$ cat src/rtl/dmem_arb_pkg.sv
// ============================================================================
// Module   : dmem_arb_pkg
// Purpose  : Shared types and constants for the data-memory arbiter.
// Revision : 1.0
// ============================================================================
`default_nettype none

package dmem_arb_pkg;

  typedef enum logic [0:0] {
    IDLE = 1'b0,
    BUSY = 1'b1
  } state_t;

  typedef enum logic [0:0] {
    OWN_CORE = 1'b0,
    OWN_DMA  = 1'b1
  } owner_t;

  localparam logic [2:0] c_word_sel = 3'b010;

  localparam int c_gnt_core = 0;
  localparam int c_gnt_dma  = 1;

endpackage

`default_nettype wire

$ cat src/rtl/dmem_arbiter_rr_arb2.sv
// ============================================================================
// Module   : rr_arb2
// Purpose  : Two-requester round-robin picker; a tie goes to the requester
//            that did not win last time.
// Revision : 1.0
// ============================================================================
`default_nettype none

module rr_arb2
  import dmem_arb_pkg::*;
(
  input  logic       clk,
  input  logic       reset,
  input  logic       req_core,
  input  logic       req_dma,
  input  logic       advance,
  output logic [1:0] grant
);

  owner_t r_last_owner;

  always_comb begin
    grant = 2'b00;
    if (req_core && req_dma) begin
      if (r_last_owner == OWN_DMA) grant[c_gnt_core] = 1'b1;
      else                         grant[c_gnt_dma]  = 1'b1;
    end else begin
      grant[c_gnt_core] = req_core;
      grant[c_gnt_dma]  = req_dma;
    end
  end

  // Starting as DMA lets the core take the first tie out of reset.
  always_ff @(posedge clk or negedge reset) begin
    if (!reset) begin
      r_last_owner <= OWN_DMA;
    end else if (advance && (grant != 2'b00)) begin
      r_last_owner <= grant[c_gnt_dma] ? OWN_DMA : OWN_CORE;
    end
  end

endmodule

`default_nettype wire

$ cat src/rtl/dmem_arbiter.sv
// ============================================================================
// Module   : dmem_arbiter
// Purpose  : Shares the data-memory port between core load/store and a DMA
//            port. Optional counters enabled by DMEM_ARB_PERF_EN.
// Revision : 1.0
// ============================================================================
`default_nettype none

module dmem_arbiter
  import dmem_arb_pkg::*;
#(
  parameter int          ADDR_W   = 32,
  parameter int          DATA_W   = 32,
  parameter int          RD_LAT   = 1,
  parameter logic [2:0]  WORD_SEL = c_word_sel
) (
  input  logic              clk,
  input  logic              reset,
  input  logic              core_mem_read,
  input  logic              core_mem_write,
  input  logic [ADDR_W-1:0] core_addr,
  input  logic [DATA_W-1:0] core_wdata,
  input  logic [2:0]        core_ls_sel,
  output logic [DATA_W-1:0] core_rdata,
  output logic              core_stall,
  input  logic              dma_req,
  input  logic              dma_we,
  input  logic [ADDR_W-1:0] dma_addr,
  input  logic [DATA_W-1:0] dma_wdata,
  output logic              dma_gnt,
  output logic              dma_rvalid,
  output logic [DATA_W-1:0] dma_rdata,
  output logic              mem_read,
  output logic              mem_write,
  output logic [ADDR_W-1:0] mem_addr,
  output logic [DATA_W-1:0] mem_wdata,
  output logic [2:0]        mem_ls_sel,
`ifdef DMEM_ARB_PERF_EN
  output logic [31:0]       perf_stall_cnt,
  output logic [31:0]       perf_dma_cnt,
`endif
  input  logic [DATA_W-1:0] mem_rdata
);

  localparam int                 c_cnt_w    = (RD_LAT > 1) ? $clog2(RD_LAT) : 1;
  localparam logic [c_cnt_w-1:0] c_lat_init = c_cnt_w'(RD_LAT - 1);

  state_t              r_state;
  state_t              w_state_nxt;
  owner_t              r_owner;
  logic [c_cnt_w-1:0]  r_lat_cnt;
  logic [ADDR_W-1:0]   r_addr;
  logic [2:0]          r_ls_sel;
  logic [DATA_W-1:0]   r_core_rdata;
  logic [DATA_W-1:0]   r_dma_rdata;
  logic                r_dma_rvalid;

  logic                w_idle;
  logic                w_done;
  logic                w_core_req;
  logic [1:0]          w_grant;
  logic                w_gnt_core;
  logic                w_gnt_dma;
  logic                w_rd_grant;
  logic                w_core_done;

  assign w_idle      = (r_state == IDLE);
  assign w_done      = (r_state == BUSY) && (r_lat_cnt == '0);
  assign w_core_req  = core_mem_read | core_mem_write;
  assign w_gnt_core  = w_grant[c_gnt_core];
  assign w_gnt_dma   = w_grant[c_gnt_dma];
  // A core asserting read and write together is served as a write.
  assign w_rd_grant  = (w_gnt_core & ~core_mem_write) | (w_gnt_dma & ~dma_we);
  assign w_core_done = w_done && (r_owner == OWN_CORE);

  rr_arb2 u_rr_arb2 (
    .clk      (clk),
    .reset    (reset),
    .req_core (w_idle & w_core_req),
    .req_dma  (w_idle & dma_req),
    .advance  (w_idle),
    .grant    (w_grant)
  );

  always_ff @(posedge clk or negedge reset) begin
    if (!reset) r_state <= IDLE;
    else        r_state <= w_state_nxt;
  end

  always_comb begin
    w_state_nxt = r_state;
    unique case (r_state)
      IDLE:    if (w_rd_grant) w_state_nxt = BUSY;
      BUSY:    if (w_done)     w_state_nxt = IDLE;
      default: w_state_nxt = IDLE;
    endcase
  end

  always_comb begin
    mem_read   = 1'b0;
    mem_write  = 1'b0;
    mem_addr   = '0;
    mem_wdata  = '0;
    mem_ls_sel = 3'b000;
    dma_gnt    = 1'b0;
    core_rdata = r_core_rdata;
    if (w_gnt_core) begin
      mem_write  = core_mem_write;
      mem_read   = ~core_mem_write;
      mem_addr   = core_addr;
      mem_wdata  = core_wdata;
      mem_ls_sel = core_ls_sel;
    end else if (w_gnt_dma) begin
      mem_write  = dma_we;
      mem_read   = ~dma_we;
      mem_addr   = dma_addr;
      mem_wdata  = dma_wdata;
      mem_ls_sel = WORD_SEL;
      dma_gnt    = 1'b1;
    end else if (r_state == BUSY) begin
      mem_addr   = r_addr;
      mem_ls_sel = r_ls_sel;
    end
    // Bypass so the core can write back at the completion edge.
    if (w_core_done) core_rdata = mem_rdata;
    core_stall = w_core_req & ~((w_gnt_core & core_mem_write) | w_core_done);
  end

  assign dma_rvalid = r_dma_rvalid;
  assign dma_rdata  = r_dma_rdata;

  always_ff @(posedge clk or negedge reset) begin
    if (!reset) begin
      r_owner      <= OWN_CORE;
      r_lat_cnt    <= '0;
      r_addr       <= '0;
      r_ls_sel     <= 3'b000;
      r_core_rdata <= '0;
      r_dma_rdata  <= '0;
      r_dma_rvalid <= 1'b0;
    end else begin
      r_dma_rvalid <= w_done && (r_owner == OWN_DMA);
      if (w_rd_grant) begin
        r_owner   <= w_gnt_dma ? OWN_DMA : OWN_CORE;
        r_addr    <= mem_addr;
        r_ls_sel  <= mem_ls_sel;
        r_lat_cnt <= c_lat_init;
      end else if ((r_state == BUSY) && (r_lat_cnt != '0)) begin
        r_lat_cnt <= r_lat_cnt - c_cnt_w'(1);
      end
      if (w_done) begin
        if (r_owner == OWN_CORE) r_core_rdata <= mem_rdata;
        else                     r_dma_rdata  <= mem_rdata;
      end
    end
  end

`ifdef DMEM_ARB_PERF_EN
  logic [31:0] r_perf_stall_cnt;
  logic [31:0] r_perf_dma_cnt;

  always_ff @(posedge clk or negedge reset) begin
    if (!reset) begin
      r_perf_stall_cnt <= '0;
      r_perf_dma_cnt   <= '0;
    end else begin
      if (core_stall) r_perf_stall_cnt <= r_perf_stall_cnt + 32'd1;
      if (dma_gnt)    r_perf_dma_cnt   <= r_perf_dma_cnt + 32'd1;
    end
  end

  assign perf_stall_cnt = r_perf_stall_cnt;
  assign perf_dma_cnt   = r_perf_dma_cnt;
`endif

endmodule

`default_nettype wire

$ cat config.mk
export PLATFORM = sky130hd
export DESIGN_NAME = dmem_arbiter
export DESIGN_NICKNAME = d
export VERILOG_FILES = /design/src/rtl/dmem_arb_pkg.sv /design/src/rtl/dmem_arbiter_rr_arb2.sv /design/src/rtl/dmem_arbiter.sv
export SDC_FILE = /design/constraint.sdc
export NUM_CORES = 1
export LEC_CHECK = 0
export CAP_MARGIN = 20
export CORE_AREA = 2 2 117 119
export DETAILED_ROUTE_END_ITERATION = 7
export DIE_AREA = 0 0 119 121
export DONT_BUFFER_PORTS = 1
export PLACE_DENSITY = 0.62
export SLEW_MARGIN = 20
export SYNTH_ARGS = -nofsm -noshare
export SYNTH_HDL_FRONTEND = slang
export SYNTH_HIERARCHICAL = 1
export SYNTH_SLANG_ARGS = --single-unit
$ cat constraint.sdc
create_clock -name clk -period 3.13 [get_ports clk]
set_input_delay 0.4695 -clock clk [delete_from_list [all_inputs] [get_ports clk]]
set_output_delay 0.4695 -clock clk [all_outputs]
set_load 0.01 [all_outputs]
== Yosys cells after proc, flatten, opt, wreduce, memory -nomap -nowiden ==
Index checks and enable logic that the tools add are counted.

* Output and inout port bits: 136
* Bits of input ports: 169
* Register bits: 104

* Bitwise logic cells: 15
* Add/sub/neg operators: 1
* Reductions and logical operators: 10
* Mux-type cells: 23

{| class="wikitable"
|+ Operators with widths
! operator !! count
|-
| 2-to-1 mux 32 bit || 6
|-
| 2-to-1 mux 1 bit || 12
|-
| 2-to-1 mux 3 bit || 3
|-
| AND 1 bit || 6
|-
| logical AND 1 bit || 6
|-
| NOT 1 bit || 6
|-
| AND reduction 2 bit || 2
|-
| nonzero test 2 bit || 2
|-
| OR 1 bit || 3
|-
| 2-to-1 mux 2 bit || 1
|-
| one-hot mux 1 bit (2 select lines) || 1
|-
| subtractor 1 bit (second input constant) || 1
|}

== Logic depth before layout (Yosys ltp) ==
Gate-level depths: netlist of the first run.

* Depth after elaboration: 8
* Gate-level depth with buffers: 9
* Gate-level depth less buffers: 6

== Cells and area by module ==
Netlist of the first run, hierarchy kept.

{| class="wikitable"
|+ Modules (own cells, without submodules)
! module !! sequential area each (um^2) !! area each (um^2) !! cells each !! instances
|-
| dmem_arbiter || 2577.5 || 5387.7 || 398 || 1
|-
| rr_arb2 || 26.3 || 56.3 || 6 || 1
|}

== Worst setup path after synthesis of the first run ==
OpenSTA, ideal clock, no wires.

* Kind: register to output
* From: reg r_state
* To: out mem_wdata[22]
* Arrival: 1966 ps
* Buffers on the path: 4
* Slack: 695 ps
* Stages on the path, launching flop included: 9
* Path through: dfrtp_1 buf_4 buf_2 nor2b_1 a21boi_0 nor2b_1 buf_2 buf_6 a22o_1

* Longest elaborated chain between the ends: 6
* Elaborated cells on any way between the ends: 7
* Those cells by class: mux: 3; bitwise: 3; reduce/logical: 1

{| class="wikitable"
|+ Ends and longest elaborated chain
! what !! RTL line !! RTL
|-
| start, declared || dmem_arbiter.sv:48 || <nowiki>state_t r_state;</nowiki>
|-
| start signal, assigned || dmem_arbiter.sv:87 || <nowiki>else r_state <= w_state_nxt;</nowiki>
|-
| NOT 1 bit (*) || -- ||
|-
| AND 1 bit (on tied branches) || dmem_arbiter.sv:79, dmem_arbiter.sv:80 ||
|-
| logical AND 1 bit || dmem_arbiter_rr_arb2.sv:24 || <nowiki>if (req_core && req_dma) begin</nowiki>
|-
| 2-to-1 mux 2 bit (*) || dmem_arbiter_rr_arb2.sv:24 ||
|-
| via w_grant[1] || dmem_arbiter.sv:61 || <nowiki>logic [1:0] w_grant;</nowiki>
|-
| 2-to-1 mux 32 bit (*) || dmem_arbiter.sv:113 || <nowiki>end else if (w_gnt_dma) begin</nowiki>
|-
| 2-to-1 mux 32 bit (*) || dmem_arbiter.sv:107 || <nowiki>if (w_gnt_core) begin</nowiki>
|-
| end, declared || dmem_arbiter.sv:36 || <nowiki>output logic [DATA_W-1:0] mem_wdata,</nowiki>
|}

Mark *: on every way through the listed nets, which the timed path passes. The rest lies on a longest branch.

== Worst setup path in the final report of the first run ==
* From: reg r_state
* To: out mem_addr[23]

* Elaborated cells on any way between the ends: 8
* Those cells by class: mux: 4; bitwise: 3; reduce/logical: 1

{| class="wikitable"
|+ RTL lines
! what !! RTL line !! RTL
|-
| NOT 1 bit (*) || -- ||
|-
| AND 1 bit (on tied branches) || dmem_arbiter.sv:79, dmem_arbiter.sv:80 ||
|-
| logical AND 1 bit || dmem_arbiter_rr_arb2.sv:24 ||
|-
| 2-to-1 mux 2 bit (*) || dmem_arbiter_rr_arb2.sv:24 ||
|-
| via w_grant[0] || dmem_arbiter.sv:61 ||
|-
| 2-to-1 mux 32 bit (*) || dmem_arbiter.sv:107 ||
|-
| end, declared || dmem_arbiter.sv:35 || <nowiki>output logic [ADDR_W-1:0] mem_addr,</nowiki>
|}

Marked as above.

==> results of run 1 <==
==> flip-flops by register name, summed over array words and instances, names as in the netlist <==
name,flops
dma_rdata,32
r_addr,32
r_core_rdata,32
r_ls_sel,3
dma_rvalid,1
r_lat_cnt,1
r_owner,1
r_state,1
u_rr_arb2/r_last_owner,1
==> power groups by stage <==
stage,clock (mW),combinational (mW),sequential [mW]
floorplan,0,3.11,2.39
global placement,0,3.52,2.51
detailed placement,0,3.59,2.53
CTS,1.13,3.64,2.51
global route,1.18,3.82,2.59
finish,1.10,3.60,2.51
==> final timing paths <==
kind | end | slack (ps) | cells after the start
worst max register to register | r_addr[7] | 650 | 6
worst min register to register | r_addr[8] | 510 | 1
max in group asynchronous | dma_rdata[18] | 2650 | 1
worst min-delay path | r_addr[10] | 20 | 1
min in group clk | r_ls_sel[2] | 250 | 1
worst max-delay path | mem_addr[23] | 240 | 5
==> area by class of cell <==
type	instances	share of cell area, %
flip-flops and latches	104	44.4
inverters	5	0.320
diodes	5	0.213
clock inverters	6	0.961
clock buffers	10	3.91
multi-input cells	260	43.8
repair buffers	18	2.65
well taps	176	3.76
==> worst max-delay path, delay by kind of cell (launching register included) <==
kind | cells | cell delay [ps]
flops | 1 | 440
compound gates | 2 | 480
simple gates | 1 | 310
buf+inv | 2 | 810
==> cell families (layout without fill, tap and decap cells) <==
kind of cell / count (synthesis) / count (layout) / share of synthesized area (%)
compound gates: 111 / 111 / 18.4
buf+inv: 40 / 39 / 5.58
flops: 104 / 104 / 47.8
mux: 98 / 98 / 21.7
other cells: 0 / 5 / 0
simple gates: 51 / 51 / 6.48
==> routing by layer <==
| metal | vias up | global-route usage (%) | part of all wire (%) |
|---|---|---|---|
| met5 | - | 0 | 0 |
| met4 | 0 | 10.6 | 4.1 |
| met3 | 27 | 7.33 | 7.1 |
| met2 | 175 | 38.5 | 53 |
| met1 | 1756 | 21.7 | 35 |
| li1 | 1501 | - | - |
==> cells in the final DEF, fill, tap and decap left out, types with 2 or more instances in the layout <==
cell	n
sky130_fd_sc_hd__inv_8	3
sky130_fd_sc_hd__a21oi_1	35
sky130_fd_sc_hd__clkbuf_16	9
sky130_fd_sc_hd__nand3b_1	33
sky130_fd_sc_hd__a2bb2oi_2	28
sky130_fd_sc_hd__a21boi_4	2
sky130_fd_sc_hd__mux2_4	21
sky130_fd_sc_hd__a22o_1	36
sky130_fd_sc_hd__a2bb2oi_1	4
sky130_fd_sc_hd__diode_2	5
sky130_fd_sc_hd__nor2b_1	2
sky130_fd_sc_hd__inv_1	4
sky130_fd_sc_hd__dfrtp_1	103
sky130_fd_sc_hd__o21ai_0	3
sky130_fd_sc_hd__mux2_2	75
sky130_fd_sc_hd__buf_4	17
sky130_fd_sc_hd__nand2b_1	2
sky130_fd_sc_hd__nor2_1	3
sky130_fd_sc_hd__nand2_1	5
==> results, run 1 <==
- The flow ran to the end, and the final reports show no timing, DRC or antenna violations.
- The final hold violation count is 0.
- The level count of the clock H-tree is 3.
- The total clock sinks is 104.
- In this run, flip-flops and latches consume 34.9% of the power.
- Detailed routing inserted a total of 3,459 vias.
- The type of element launching the critical path is a flip-flop.
- The number of cells produced by synthesis is 404.
- The filler cells instantiated in the layout total 1,205.
- The worst setup path startpoint is r_state.
- The sequential fraction of the synthesis area is 47.8%.
- The cell internal power dissipation is 4.22 mW.
- The die covers 0.0144 sq mm.
- The highest fanout seen on the critical path is 25.
- Once the clock tree was built, the setup fixing pass inserted 0 buffers.
- The routability-driven placement congestion ratio is 0.857.
- Across the whole layout, storage elements account for 0.00260 sq mm.
- The cell area that synthesis handed to floorplanning was 0.00544 sq mm.
- Timing analysis after detailed placement gives a worst setup slack of 549 ps.
- The post-CTS resize count is 0.
- Derived from the worst setup path, the maximum achievable clock frequency is 0.346 GHz.
- The clock period could shrink to 2890 ps.
- In this run, synthesis inferred 0 flip-flops with an integrated enable.
- In this run the power density over the cells is 1230 mW/mm^2.
- The clock network fraction of design power is 15.2%.
- The maximum buffer depth of the clock tree is 2.
- The detail route stage leaves a number of antenna-violating nets equal to 0.
- The clock-pin slew reported for the worst setup and hold paths after clock tree synthesis is 70 ps.
- In this run the count of I/O pins placed on the die edge is 305.
- The via count of the first global-routing pass was 3,647.
- The first-pass GRT wire length is 22,700 microns.
- After synthesis, the mean cell area works out to 13.5 sq um.
- The commonest cells after synthesis are sky130_fd_sc_hd__dfrtp_1, sky130_fd_sc_hd__mux2_2, sky130_fd_sc_hd__a22o_1.
- The utilization after layout is 44.8%.
- Of the cells placed in the final design, the portion with a size suffix greater than 1 is 41.2%.
- The largest net degree at the start of global routing is 105.
- In this run the clock root is driven by a sky130_fd_sc_hd__clkbuf_16.
- The worst slew margin relative to its limit is 56.1%.
- After detailed placement, the total cell area comes to 0.00554 sq mm.
- The routed design has 15,800 microns of wire.
- The core region is 0.0131 sq mm.
- The detailed-placement wirelength estimate is 11,900 microns.
- The number of warnings reported in the yosys synthesis log is 6.
- The synthesized net count is 573.
- Across the run, the number of max-cap violations was 0.
- The average routed wire per standard cell is 27.1 microns.
- In the finished design, the share of the clock period the worst path needs comes to 92.3%.
- After the first detailed-routing iteration, the DRC count stood at 218.
- Port buffering added 0 buffers.
- By area the synthesized netlist is led by sky130_fd_sc_hd__dfrtp_1, sky130_fd_sc_hd__mux2_2, sky130_fd_sc_hd__a2bb2oi_2.
- Combinational logic burns 49.9% of the power.
- Hold is met by 15.7 ps.
- The launching point of the worst reg2reg path is r_state.
- Traced cell by cell, the critical path runs through nor2b_1 > a21boi_4 > inv_2 > buf_4 > a2bb2oi_1.
- TritonCTS built the clock tree.
- Counting tap cells, the placed design contains a total of 562 instances.
- The fraction of synthesized cell area taken by the top area cell type is 47.3%.
- The number of design rule violations left after detail routing is 0.
- The initial antenna violation count is 5.
- The number of placement rows is 42.
- The clock reaches the later pin of the worst-skew pair after 350 ps.
- The number of unique standard cell types used by synthesis is 31.
- The peak supply drop is 548 uV.
- The number of max-slew violations in the final report is 0.
- The count of cells in the finished layout, fillers not included, comes to 584.
- The static leakage power is 2.40 nW.
- The die is 121 microns tall.
- The first detailed-routing pass took 4 iterations.
- The tightest min-delay check is of the in -> async type.
- The area of combinational cells with multiple inputs is 0.00257 sq mm.
- Net switching is 41.4% of the power.
- The die width is 119 microns.
- Counting the buffers created by CTS gives 9.
- Setup violations remaining at the end of the flow were counted as 0.
- Setup repair after global routing left no endpoint under its margin.
- In this design, the stage delay of the slowest critical-path cell is 490 ps.
- In the global route stage, overall resource usage came out at 21.2%.
- The setup slack of the critical path after layout is 241 ps.
- The worst setup path is captured at a primary output.
- After routing the design area is 0.00586 sq mm.
- For the final database, setup skew stands at 7.77 ps.
- The aggregate negative setup slack is 0 ps.
- The final layout contains 567 nets.
- STA puts the critical path data arrival time at 2420 ps.
- The actual transition at the worst max-transition pin is 657 ps.
- The design draws 7.21 mW.
- The area growth from synthesis to layout is 7.68%.
- The category of the critical setup timing path is reg -> out.
- The initial core utilization is 41.6%.
- For this design, the slowest cell found on the critical path is sky130_fd_sc_hd__inv_2.
- The switching power is 2.99 mW.
- At the worst endpoint, the required time is 2660 ps.
- Summed over all instances, the cell type with the most area after synthesis is sky130_fd_sc_hd__dfrtp_1.
- The cell with the most instances after synthesis is sky130_fd_sc_hd__dfrtp_1.
- The total of hold buffers inserted after clock tree synthesis is 1.
- The total global routing overflow is 0.
- Synthesis inferred 104 register bits.
- The via count normalized by instance count is 5.92.
- The proportion of register bits with asynchronous set or reset after synthesis is 100%.
- The most used flip-flop cell after synthesis is sky130_fd_sc_hd__dfrtp_1.
No activity file was read; power rests on OpenSTA's default activity.
==> inputs of run 2 (changes only) <==
Settings changed: PLACE_DENSITY 0.62 to unset.
Clock period 3.13 ns to 2.9 ns, I/O delays scaled along.
==> run 2 against run 1 <==
The run now ends with negative hold slack left. Die area unchanged. Final cell count down 0.51%. Clock power up 10%. Hold slack worse by 18 ps. First-iteration DRC count up 3.2%. Highest routed layer unchanged. Critical endpoint is now mem_ls_sel[1].
==> results, run 2 (synthesized netlist as in run 1, its figures left out) <==
- The flow ran to the end, but the final reports show violations.
- The checks that failed: negative hold slack.
- The worst hold margin is -2.69 ps.
- The core region is 0.0131 sq mm.
- The delay of the slowest cell on the worst path is 500 ps.
- The fill cell total of the finished layout is 1,191.
- Detailed placement ended at an HPWL of 11,800 microns.
- The share of layout cells above drive strength 1 is 41.5%.
- Global routing consumed, over all layers together, 20.9% of the routing resources.
- Max-cap violations in this run came to 0.
- Clock tree synthesis inserted a total of 9 buffers.
- In the layout the commonest cells are sky130_fd_sc_hd__dfrtp_1, sky130_fd_sc_hd__mux2_2, sky130_fd_sc_hd__a22o_1, sky130_fd_sc_hd__a21oi_1, sky130_fd_sc_hd__nand3b_1.
- For this design the static power due to leakage is 2.41 nW.
- In the routed design, unresolved DRC markers number 0.
- Data on the critical path is required at its endpoint by 2470 ps.
- The maximum buffer depth of the clock tree is 2.
- The number of max-slew violations in the final report is 0.
- The signal on the critical path passes through nor2_1 > a21boi_4 > buf_12 > a211oi_2 > a21oi_1.
- The total overflow left after global routing is 0.
- The final hold violation count is 2.
- The worst setup path is launched from a flip-flop.
- At the end of routability-driven placement, the weighted congestion stood at 0.789.
- The maximum achievable frequency is 0.371 GHz.
- STA classifies the critical path endpoint as a primary output.
- The final cell count without fillers is 581.
- After floorplanning, the core was divided into 42 placement rows.
- The via count of the first global-routing pass came to 3,623.
- The final wirelength is 15,600 microns.
- Buffers placed on the I/O ports in this run total 0.
- After the last flow step, the layout net total stands at 566.
- The critical path is of the reg -> out type.
- The initial antenna violation count is 3.
- The count of vias placed by the detailed router is 3,439.
- The clock tree from TritonCTS is done.
- In this run the tightest slew margin relative to its limit is 61.4%.
- The first global-routing pass estimated 22,100 microns of wire.
- The first routing iteration left 225 violations.
- The cell with the largest stage delay on the worst path is sky130_fd_sc_hd__dfrtp_1.
- The worst path in the final design needs a cycle of 2700 ps, including I/O delays and setup.
- The aggregate negative setup slack is 0 ps.
- The cell area reported after detailed placement is 0.00555 sq mm.
- At the pin with the least slew margin, the transition time is 573 ps.
- For the worst setup path, the data arrival time is 2260 ps.
- The share of the clock period used by the worst path is 93.1%.
- The type of the worst min-delay path is in -> async.
- The clock latency on the worst-skew pair is 360 ps.
- Compared with the post-synthesis result, the final layout area differs by 8.23%.
- The largest net degree at the start of global routing is 105.
- The leading cell type in the layout, fill and taps excluded is sky130_fd_sc_hd__dfrtp_1.
- The final antenna-violating net count is 0.
- Setup repair after global routing left no endpoint under its margin.
- In this run, placement finished with an instance count of 561.
- The die width is 119 microns.
- The via count normalized by instance count is 5.92.
- Once the floorplan was initialized, standard cells occupied 41.6% of the core.
- The die covers 0.0144 sq mm.
- Once layout is done, the placed cells without fillers occupy 0.00589 sq mm.
- In the final routed layout, each cell accounts on average for 26.8 microns.
- The total power divided by cell area is 1330 mW/mm^2.
- VDD sags by at most 597 uV.
- After clock tree synthesis, the clock-pin slew on the worst setup and hold paths is 70 ps.
- Setup violations remaining at the end of the flow were counted as 0.
- The number of detailed-route iterations in the first pass is 4.
- In this run the post-CTS setup repair buffer count came out at 0.
- The vertical extent of the die is 121 microns.
- The number of ports placed on the die boundary is 305.
- Measured on the finished design, the core utilization comes to 45.0%.
- The level count of the clock H-tree is 3.
- The master cell of the clock root buffer is sky130_fd_sc_hd__clkbuf_16.
- The highest fanout seen on the critical path is 51.
- Counting every sink on the clock net gives 104.
- Clock skew on the completed layout was measured at 6.03 ps.
run 2: area by class of cell:
| type | instances | area (sq um) | share of cell area, % |
|---|---|---|---|
| antenna | 3 | 7.51 | 0.127 |
| clock buffer | 10 | 239 | 4.06 |
| clock inverter | 6 | 61.3 | 1.04 |
| inverter | 5 | 18.8 | 0.319 |
| multi-input combinational | 260 | 2570 | 43.6 |
| sequential | 104 | 2600 | 44.2 |
| tap | 176 | 220 | 3.74 |
| timing repair buffer | 17 | 173 | 2.93 |
run 2: path summary, 6_finish.rpt:
| path | slack, ps | start | endpoint | cells past startpoint |
|---|---|---|---|---|
| setup / recovery | 200 | r_state | mem_ls_sel[1] | 5 |
| hold / removal | -3 | reset | r_addr[11] | 1 |
| hold reg to reg | 510 | r_ls_sel[0] | r_ls_sel[0] | 1 |
| min in group clk | 220 | core_ls_sel[0] | r_ls_sel[0] | 1 |
| setup reg to reg | 360 | r_state | r_addr[8] | 6 |
| max in group asynchronous | 2480 | reset | dma_rdata[17] | 1 |
run 2: power breakdown:
part	switching, mW	internal [mW]	total [mW]
logic	2.12	1.78	3.90
clock network	0.583	0.627	1.21
registers	0.522	2.20	2.72
total	3.23	4.61	7.84
run 2: through the flow:
stage | setup slack, ps | power [mW]
floorplan | 499 | 5.94
finish | 201 | 7.84
global route | 43.3 | 8.27
global placement | 454 | 6.53
detailed placement | 351 | 6.65
CTS | 98.9 | 7.92
run 2: what timing repair did:
| action | in CTS | in global routing |
|---|---|---|
| hold endpoints to repair | 104 | 0 |
| hold buffers | 1 | 0 |
| setup endpoints to repair | 0 | 18 |
| resized for setup | 0 | 1 |
run 2: routing by layer:
metal | vias up | track usage, % | routed length (microns)
met5 | - | 0 | 0
met4 | 0 | 11.2 | 637
met3 | 28 | 9.07 | 1490
met2 | 189 | 37.4 | 8370
met1 | 1723 | 20.3 | 5060
li1 | 1499 | - | -
run 2: worst max-delay path, delay by kind of cell, from the launching register on:
family / cells / cell delay [ps]
AO/OA/AOI/OAI: 3 / 810
flip-flops: 1 / 500
AND/OR/NAND/NOR: 1 / 310
buffers and inverters: 1 / 270
